===== src/rtl/bitcoin_nonce_scheduler_pkg.sv =====
// Shared types and defaults for the nonce sweep and the hash top level.
package bitcoin_pkg;

  typedef enum logic [1:0] {
    IDLE   = 2'd0,
    RUN    = 2'd1,
    FINISH = 2'd2
  } sched_state_t;

  localparam int DEF_NUM_NONCES = 16;
  localparam int DEF_NUM_CORES  = 4;

endpackage


===== src/rtl/bitcoin_nonce_scheduler_if.sv =====
// Scheduler-side bus: shared memory write port plus per-core launch/collect lanes.
interface bitcoin_nonce_scheduler_if import bitcoin_pkg::*; #(
  parameter int NUM_CORES = DEF_NUM_CORES
);
  logic                       mem_clk;
  logic                       mem_we;
  logic [15:0]                mem_addr;
  logic [31:0]                mem_write_data;
  logic [NUM_CORES-1:0]       core_start;
  logic [NUM_CORES-1:0][31:0] core_nonce;
  logic [NUM_CORES-1:0]       core_done;
  logic [NUM_CORES-1:0][31:0] core_h0;
  logic [NUM_CORES-1:0]       core_ack;

  modport master (
    output mem_clk, mem_we, mem_addr, mem_write_data,
    output core_start, core_nonce, core_ack,
    input  core_done, core_h0
  );

  modport slave (
    input  mem_clk, mem_we, mem_addr, mem_write_data,
    input  core_start, core_nonce, core_ack,
    output core_done, core_h0
  );
endinterface


===== src/rtl/bitcoin_nonce_scheduler_lowest_set_idx.sv =====
// Priority encoder: valid flag plus index of the lowest set request bit.
module lowest_set_idx #(
  parameter int W  = 4,
  parameter int IW = (W > 1) ? $clog2(W) : 1
) (
  input  logic [W-1:0]  req,
  output logic          vld,
  output logic [IW-1:0] idx
);

  // Scan from the top so the lowest set bit is the last one written.
  always_comb begin
    vld = |req;
    idx = '0;
    for (int i = W - 1; i >= 0; i--) begin
      if (req[i]) idx = IW'(i);
    end
  end

endmodule


===== src/rtl/bitcoin_nonce_scheduler.sv =====
// Nonce sweep scheduler: one dispatch and one collect per cycle across NUM_CORES cores.
module bitcoin_nonce_scheduler import bitcoin_pkg::*; #(
  parameter int NUM_NONCES = DEF_NUM_NONCES,
  parameter int NUM_CORES  = DEF_NUM_CORES
) (
  input  logic        clk,
  input  logic        reset,
  input  logic        start,
  input  logic [15:0] output_addr,
  output logic        done,
  bitcoin_nonce_scheduler_if.master bus
);

  localparam int CW = $clog2(NUM_NONCES + 1);
  localparam int IW = (NUM_CORES > 1) ? $clog2(NUM_CORES) : 1;

  sched_state_t               state_q, state_n;
  logic [NUM_CORES-1:0]       busy_q, core_start_q, core_ack_q;
  logic [NUM_CORES-1:0][31:0] core_nonce_q;
  logic [CW-1:0]              next_nonce_q, written_q;
  logic                       mem_we_q, done_q;
  logic [15:0]                mem_addr_q;
  logic [31:0]                mem_data_q;

  logic                       coll_vld, disp_vld, can_disp, last_write;
  logic [IW-1:0]              coll_idx, disp_idx;
  logic [NUM_CORES-1:0]       coll_oh;

  lowest_set_idx #(.W(NUM_CORES)) u_coll (
    .req (busy_q & bus.core_done),
    .vld (coll_vld),
    .idx (coll_idx)
  );

  // A core being collected this edge is still busy, so keep it out of dispatch.
  for (genvar g = 0; g < NUM_CORES; g++) begin : g_coll_oh
    assign coll_oh[g] = coll_vld && (coll_idx == IW'(g));
  end

  lowest_set_idx #(.W(NUM_CORES)) u_disp (
    .req (~busy_q & ~coll_oh),
    .vld (disp_vld),
    .idx (disp_idx)
  );

  assign can_disp   = disp_vld && (next_nonce_q < CW'(NUM_NONCES));
  assign last_write = coll_vld && (written_q == CW'(NUM_NONCES - 1));

  // State register.
  always_ff @(posedge clk) begin
    if (reset) state_q <= IDLE;
    else       state_q <= state_n;
  end

  // Next-state: leave RUN on the edge that collects the final result.
  always_comb begin
    state_n = state_q;
    case (state_q)
      IDLE:    if (start) state_n = RUN;
      RUN:     if (last_write) state_n = FINISH;
      FINISH:  state_n = IDLE;
      default: state_n = IDLE;
    endcase
  end

  // Datapath: counters, busy bits, launch/ack pulses and the registered write port.
  always_ff @(posedge clk) begin
    if (reset) begin
      busy_q       <= '0;
      core_start_q <= '0;
      core_ack_q   <= '0;
      core_nonce_q <= '0;
      next_nonce_q <= '0;
      written_q    <= '0;
      mem_we_q     <= 1'b0;
      mem_addr_q   <= '0;
      mem_data_q   <= '0;
      done_q       <= 1'b0;
    end else begin
      core_start_q <= '0;
      core_ack_q   <= '0;
      case (state_q)
        IDLE: begin
          mem_we_q <= 1'b0;
          if (start) begin
            busy_q       <= '0;
            next_nonce_q <= '0;
            written_q    <= '0;
            done_q       <= 1'b0;
          end
        end
        RUN: begin
          mem_we_q <= coll_vld;
          if (coll_vld) begin
            mem_addr_q           <= output_addr + core_nonce_q[coll_idx][15:0];
            mem_data_q           <= bus.core_h0[coll_idx];
            core_ack_q[coll_idx] <= 1'b1;
            busy_q[coll_idx]     <= 1'b0;
            written_q            <= written_q + 1'b1;
          end
          if (can_disp) begin
            core_start_q[disp_idx] <= 1'b1;
            core_nonce_q[disp_idx] <= 32'(next_nonce_q);
            busy_q[disp_idx]       <= 1'b1;
            next_nonce_q           <= next_nonce_q + 1'b1;
          end
        end
        FINISH: begin
          mem_we_q <= 1'b0;
          done_q   <= 1'b1;
        end
        default: mem_we_q <= 1'b0;
      endcase
    end
  end

  assign done               = done_q;
  assign bus.mem_clk        = clk;
  assign bus.mem_we         = mem_we_q;
  assign bus.mem_addr       = mem_addr_q;
  assign bus.mem_write_data = mem_data_q;
  assign bus.core_start     = core_start_q;
  assign bus.core_nonce     = core_nonce_q;
  assign bus.core_ack       = core_ack_q;

endmodule


===== src/flat_wrapper.sv =====
// flat-port wrapper written by rule: the top's interface ports become plain ports
module bitcoin_nonce_scheduler_flat import bitcoin_pkg::*;
#(
  parameter int NUM_NONCES = DEF_NUM_NONCES,
  parameter int NUM_CORES  = DEF_NUM_CORES
)
  (clk, reset, start, output_addr, done, bus_mem_clk, bus_mem_we, bus_mem_addr, bus_mem_write_data, bus_core_start, bus_core_nonce, bus_core_ack, bus_core_done, bus_core_h0);
  bitcoin_nonce_scheduler_if #(.NUM_CORES(NUM_CORES)) bus_i ();
  input  logic clk;
  input  logic reset;
  input  logic start;
  input  logic [15:0] output_addr;
  output logic done;
  output wire logic [$bits(bus_i.mem_clk)-1:0] bus_mem_clk;
  output wire logic [$bits(bus_i.mem_we)-1:0] bus_mem_we;
  output wire logic [$bits(bus_i.mem_addr)-1:0] bus_mem_addr;
  output wire logic [$bits(bus_i.mem_write_data)-1:0] bus_mem_write_data;
  output wire logic [$bits(bus_i.core_start)-1:0] bus_core_start;
  output wire logic [$bits(bus_i.core_nonce)-1:0] bus_core_nonce;
  output wire logic [$bits(bus_i.core_ack)-1:0] bus_core_ack;
  input wire logic [$bits(bus_i.core_done)-1:0] bus_core_done;
  input wire logic [$bits(bus_i.core_h0)-1:0] bus_core_h0;
  assign bus_mem_clk = bus_i.mem_clk;
  assign bus_mem_we = bus_i.mem_we;
  assign bus_mem_addr = bus_i.mem_addr;
  assign bus_mem_write_data = bus_i.mem_write_data;
  assign bus_core_start = bus_i.core_start;
  assign bus_core_nonce = bus_i.core_nonce;
  assign bus_core_ack = bus_i.core_ack;
  assign bus_i.core_done = bus_core_done;
  assign bus_i.core_h0 = bus_core_h0;
  bitcoin_nonce_scheduler #(.NUM_NONCES(NUM_NONCES), .NUM_CORES(NUM_CORES)) u_core (.clk(clk), .reset(reset), .start(start), .output_addr(output_addr), .done(done), .bus(bus_i));
endmodule

===== config.mk =====
export PLATFORM = sky130hd
export DESIGN_NAME = bitcoin_nonce_scheduler_flat
export DESIGN_NICKNAME = d
export VERILOG_FILES = /design/src/rtl/bitcoin_nonce_scheduler_pkg.sv /design/src/rtl/bitcoin_nonce_scheduler_if.sv /design/src/rtl/bitcoin_nonce_scheduler_lowest_set_idx.sv /design/src/rtl/bitcoin_nonce_scheduler.sv /design/src/flat_wrapper.sv
export SDC_FILE = /design/constraint.sdc
export NUM_CORES = 1
export LEC_CHECK = 0
export ABC_AREA = 1
export BUFFER_PORTS_ARGS = -buffer_cell sky130_fd_sc_hd__buf_2
export CAP_MARGIN = 0
export CELL_PAD_IN_SITES_DETAIL_PLACEMENT = 1
export CELL_PAD_IN_SITES_GLOBAL_PLACEMENT = 2
export CORE_ASPECT_RATIO = 2
export CORE_MARGIN = 2
export CORE_UTILIZATION = 25
export DETAILED_ROUTE_END_ITERATION = 6
export HOLD_SLACK_MARGIN = 0.15
export PLACE_DENSITY_LB_ADDON = 0.05
export SYNTH_ARGS = -nofsm -noshare
export SYNTH_HDL_FRONTEND = slang
export SYNTH_HIERARCHICAL = 1
export SYNTH_SLANG_ARGS = --single-unit

===== constraint.sdc =====
create_clock -name clk -period 9.35 [get_ports clk]
set_clock_uncertainty 0.2 [all_clocks]
set_input_delay 2.3375 -clock clk [delete_from_list [all_inputs] [get_ports clk]]
set_output_delay 2.3375 -clock clk [all_outputs]
set_load 0.02 [all_outputs]

* Word level (Yosys, flattened, before mapping)
Cells that the tools add are included.
Word-level totals: input port bits 151, output and inout port bits 187, logic and storage cells 101, flip-flop bits (word level) 202
Cells by class: bitwise operators 10, eq/ne operators 10, add/sub/neg operators 3, multiplexer cells 35, magnitude comparators 5, reductions and logical operators 24
Operators with widths (number):
- binary-select mux 32 bit (select 2 bit) | 2
- bitwise mux 128 bit | 1
- demux 32 bit (select 2 bit) | 1
- two-way mux 32 bit | 2
- two-way mux 2 bit | 10
- two-way mux 4 bit | 5
- one-hot mux 5 bit (2 select lines) | 2
- adder 16 bit | 1
- two-way mux 16 bit | 1
- two-way mux 5 bit | 3
- bitwise AND 4 bit | 3
- inverter 4 bit | 3
- adder 5 x 1 -> 5 bit (second input constant) | 2
- AND reduction 2 bit | 5
- logical AND 1 bit | 8
- one-hot mux 4 bit (2 select lines) | 1
- OR reduction 4 bit | 2
- == test 2 bit (second input constant) | 3
- less-than comparator 2 x 3 -> 1 bit (second input constant) | 2
- inequality test 2 x 1 -> 1 bit (second input constant) | 3
- AND reduction 3 bit | 2
- OR reduction 3 bit | 2
- == test 5 x 4 -> 1 bit (second input constant) | 1
- less-than comparator 5 bit (second input constant) | 1
- 12 further kinds | 21

* Longest topological paths before layout
depth after elaboration 20, gate-level depth with buffers 23, depth with buffers taken out 22

* Cells and area by module
The synthesis kept the hierarchy.
Modules (own cells, without submodules):
- bitcoin_nonce_scheduler | area each 5933.2 sq um, cells each 765, instances 1, seq. area each 1881.8 sq um
- lowest_set_idx | area each 46.3 sq um, cells each 9, instances 2, seq. area each 0.0 sq um

==> results by group <==
Global routing
  • Initial antenna violation count: 0
  • Vias in the first global route: about 6,000
  • Largest net degree at the start of global routing: 48
  • First-pass GRT wire length: 34,400 microns
  • GRT overflow: 0
  • Tot GR Track Use: 18.1%

Clock network
  • Post-CTS Resized: 0
  • Worst skew pair latency: around 0.48 ns
  • Number of hold buffers added after cts: 0
  • Postcts setup bufs: 0
  • TritonCTS clock tree: built
  • Clk pin slew, worst setup/hold paths: ~0.080 ns

Hold path
  • Hold Crit Start: u_core/next_nonce_q[4]$_SDFFE_PP0P_
  • Hold Crit Class: flip-flop to flip-flop

Yosys
  • Netlist cell types: 43
  • Synthesis-stage register bit count: 94
  • Part of the Yosys area used for sequential elements: between 30 and 40%
  • Mapped Avg Cell Area: just under 8 sq um
  • Post-synth EDFFs: 0
  • Ys async rst share: 0%
  • Yosys warning total: 6
  • Top_reg_cell synth: dfxtp_1
  • Cells after Synth: 783
  • Cell Area, Synth: 6030 sq um

Setup path
  • Worst reg2reg setup slack: roughly 5.7 ns
  • Critical path type: clock port to primary output
  • CP cell instances: clkbuf_16, clkbuf_16, buf_2
  • CP endpoint kind: primary output
  • Most used cell, CP: clkbuf_16
  • CP top delay family: buffers and inverters
  • FF-to-FF Start: u_core/busy_q[2]$_SDFFE_PP0P_
  • Arrival time worst endpoint: 5.07 ns
  • Max stage delay on crit path: 0.15 ns
  • Slowest CP cell: buf_2
  • Worst path buffer plus inverter count: 3
  • Worst Path Required: 6.81 ns
  • Worst-path maximum fanout: 2
  • Critical path origin: clk
  • Worst setup SP type: clock port

Route
  • Iteration-0 DRC Markers: about 150
  • Via count: roughly 5,800
  • Vias per cell: approximately 4.5
  • DRT Wirelength: 23,000 microns
  • Initial DRT Pass Iterations: 4
  • DR DRC count: 0
  • Post-DRT Antenna Nets: 0
  • WL/cell: 17.9 microns

Timing
  • Slew Limit Fails: 0
  • RSZ-0062 raised after global routing: false
  • Setup TNS: 0 ns
  • Final Hold Violating Endpoints: 0
  • Worst slew margin: between 40% and 50%
  • Worst-Margin Slew: 0.825 ns
  • Count of final setup violators: 0

Pwr
  • Power per Cell Area: approximately 150 nW/um^2
  • Leak Pwr: 3.60 nW
  • Worst vdd ir: roughly 0.065 mV

Floorplanning
  • Cell Rows: 80
  • Die Ht: 224 microns
  • Core area: ~24,000 sq um
  • Initial Utilization: 25.3%
  • Die Wd: 114 microns
  • I/O pin count: 338
  • Die area: 25,400 sq um

Layout
  • Area Growth Syn to Fin: 20.3%
  • Diodes inserted: 0
  • Final Non-Filler Cells: 1,284
  • Most frequent cells in the layout: buf_2, nand2_1, conb_1
  • Layout cells sized above 1: 31.7%
  • Commonest non-fill, non-tap cell in the layout: buf_2
  • # nets final: 1,153

Status
  • Outcome: finished clean

Placement
  • Final RePlAce weighted congestion: 0.755
  • I/O Buffers: 229
  • HPWL Detailed: 17,700 microns
  • Inst Count DP: 1,266

Job
  • Max-cap viol count: 0
==> worst paths after layout <==
kind,endpoint,cells after the start
setup / recovery,bus_mem_clk,3
hold / removal,u_core/next_nonce_q[4]$_SDFFE_PP0P_,2
hold reg to reg,u_core/next_nonce_q[4]$_SDFFE_PP0P_,2
setup reg to reg,u_core/bus.mem_addr[12]$_SDFFE_PP0P_,20
==> sequential cells by signal, summed over array words and instances (netlist names) <==
signal	count
u_core/bus.core_start	4
u_core/bus.mem_write_data	32
u_core/bus.core_nonce	20
u_core/busy_q	4
u_core/state_q	2
u_core/done	1
u_core/bus.mem_we	1
u_core/written_q	5
u_core/bus.mem_addr	16
u_core/next_nonce_q	5
u_core/bus.core_ack	4
==> logic make-up (layout without fill, tap and decap cells) <==
group / after synthesis / count (layout) / share of synthesized area (%)
AND/OR/NAND/NOR: 254 / 254 / 18.0
flip-flops: 94 / 94 / 31.2
other: 1 / 108 / 0.0622
adder cells (fa/ha/maj): 9 / 9 / 1.99
buffers and inverters: 233 / 340 / 23.7
AO/OA/AOI/OAI: 189 / 189 / 24.5
XOR/XNOR: 3 / 3 / 0.436
==> tightest hold or removal path, delay by kind of cell, from the launching register on <==
| family | cells | cell delay, ns |
|---|---|---|
| DFF | 1 | 0.30 |
| buffers and inverters | 1 | 0.06 |
| AOI/OAI and AO/OA | 1 | 0.06 |
==> per-stage QoR <==
stage	area [sq um]	hold WS [ns]	power, mW	util (%)	setup WS, ns
2_1_floorplan	6430	0.235	0.603	-	2.00
3_3_place_gp	6870	0.251	0.638	28.8	2.00
3_5_place_dp	6870	0.257	0.639	28.8	2.00
4_1_cts	7250	0.269	1.11	30.4	1.74
5_1_grt	7250	0.286	1.15	30.4	1.74
6_report	7250	0.267	1.09	30.4	1.74
==> power breakdown <==
part	switching [mW]	internal [mW]
registers	0.0103	0.414
logic	0.133	0.0601
clock network	0.196	0.274
==> layer usage <==
metal  vias up  part of all wire (%)  wire length [microns]  global-route usage (%)
met2       218                    54                  12400                    34.2
met3        18                   6.3                   1440                    4.41
li1       2813                     -                      -                       -
met5         -                     0                      0                       0
met4         0                   1.8                    413                    6.69
met1      2711                    38                   8770                    18.9
==> synthesized netlist by cell type, types with 2 or more instances <==
cell type	number	area (sq um)
nand3b_1	3	22.5
inv_2	10	37.5
a22oi_2	5	62.6
o21ai_1	5	25.0
dfxtp_1	94	1880
a21oi_1	34	170
nor3_1	2	10.0
clkbuf_1	9	33.8
a21oi_2	4	35.0
o211a_1	2	20.0
a31oi_1	3	18.8
a41oi_2	31	504
nand2_1	158	593
ha_1	8	100
o221ai_1	3	26.3
nand2_4	3	33.8
a22oi_1	33	248
xor2_1	2	17.5
o21ai_0	63	315
inv_1	77	289
buf_2	4	20.0
nor2_4	3	33.8
nand4_1	4	25.0
buf_4	117	878
or2_2	2	12.5
nor2_1	38	143
buf_6	14	158
nand3_1	37	185
==> layout make-up <==
class                   instances  area, sq um
multi-input cells             563         3120
inverters                      89          338
repair buffers                232         1170
clock inverters                 5         65.1
well taps                     287          359
fillers                      3039        16600
flip-flops and latches         94         1880
clock buffers                  14          319
(Power assumes the default switching activity.)
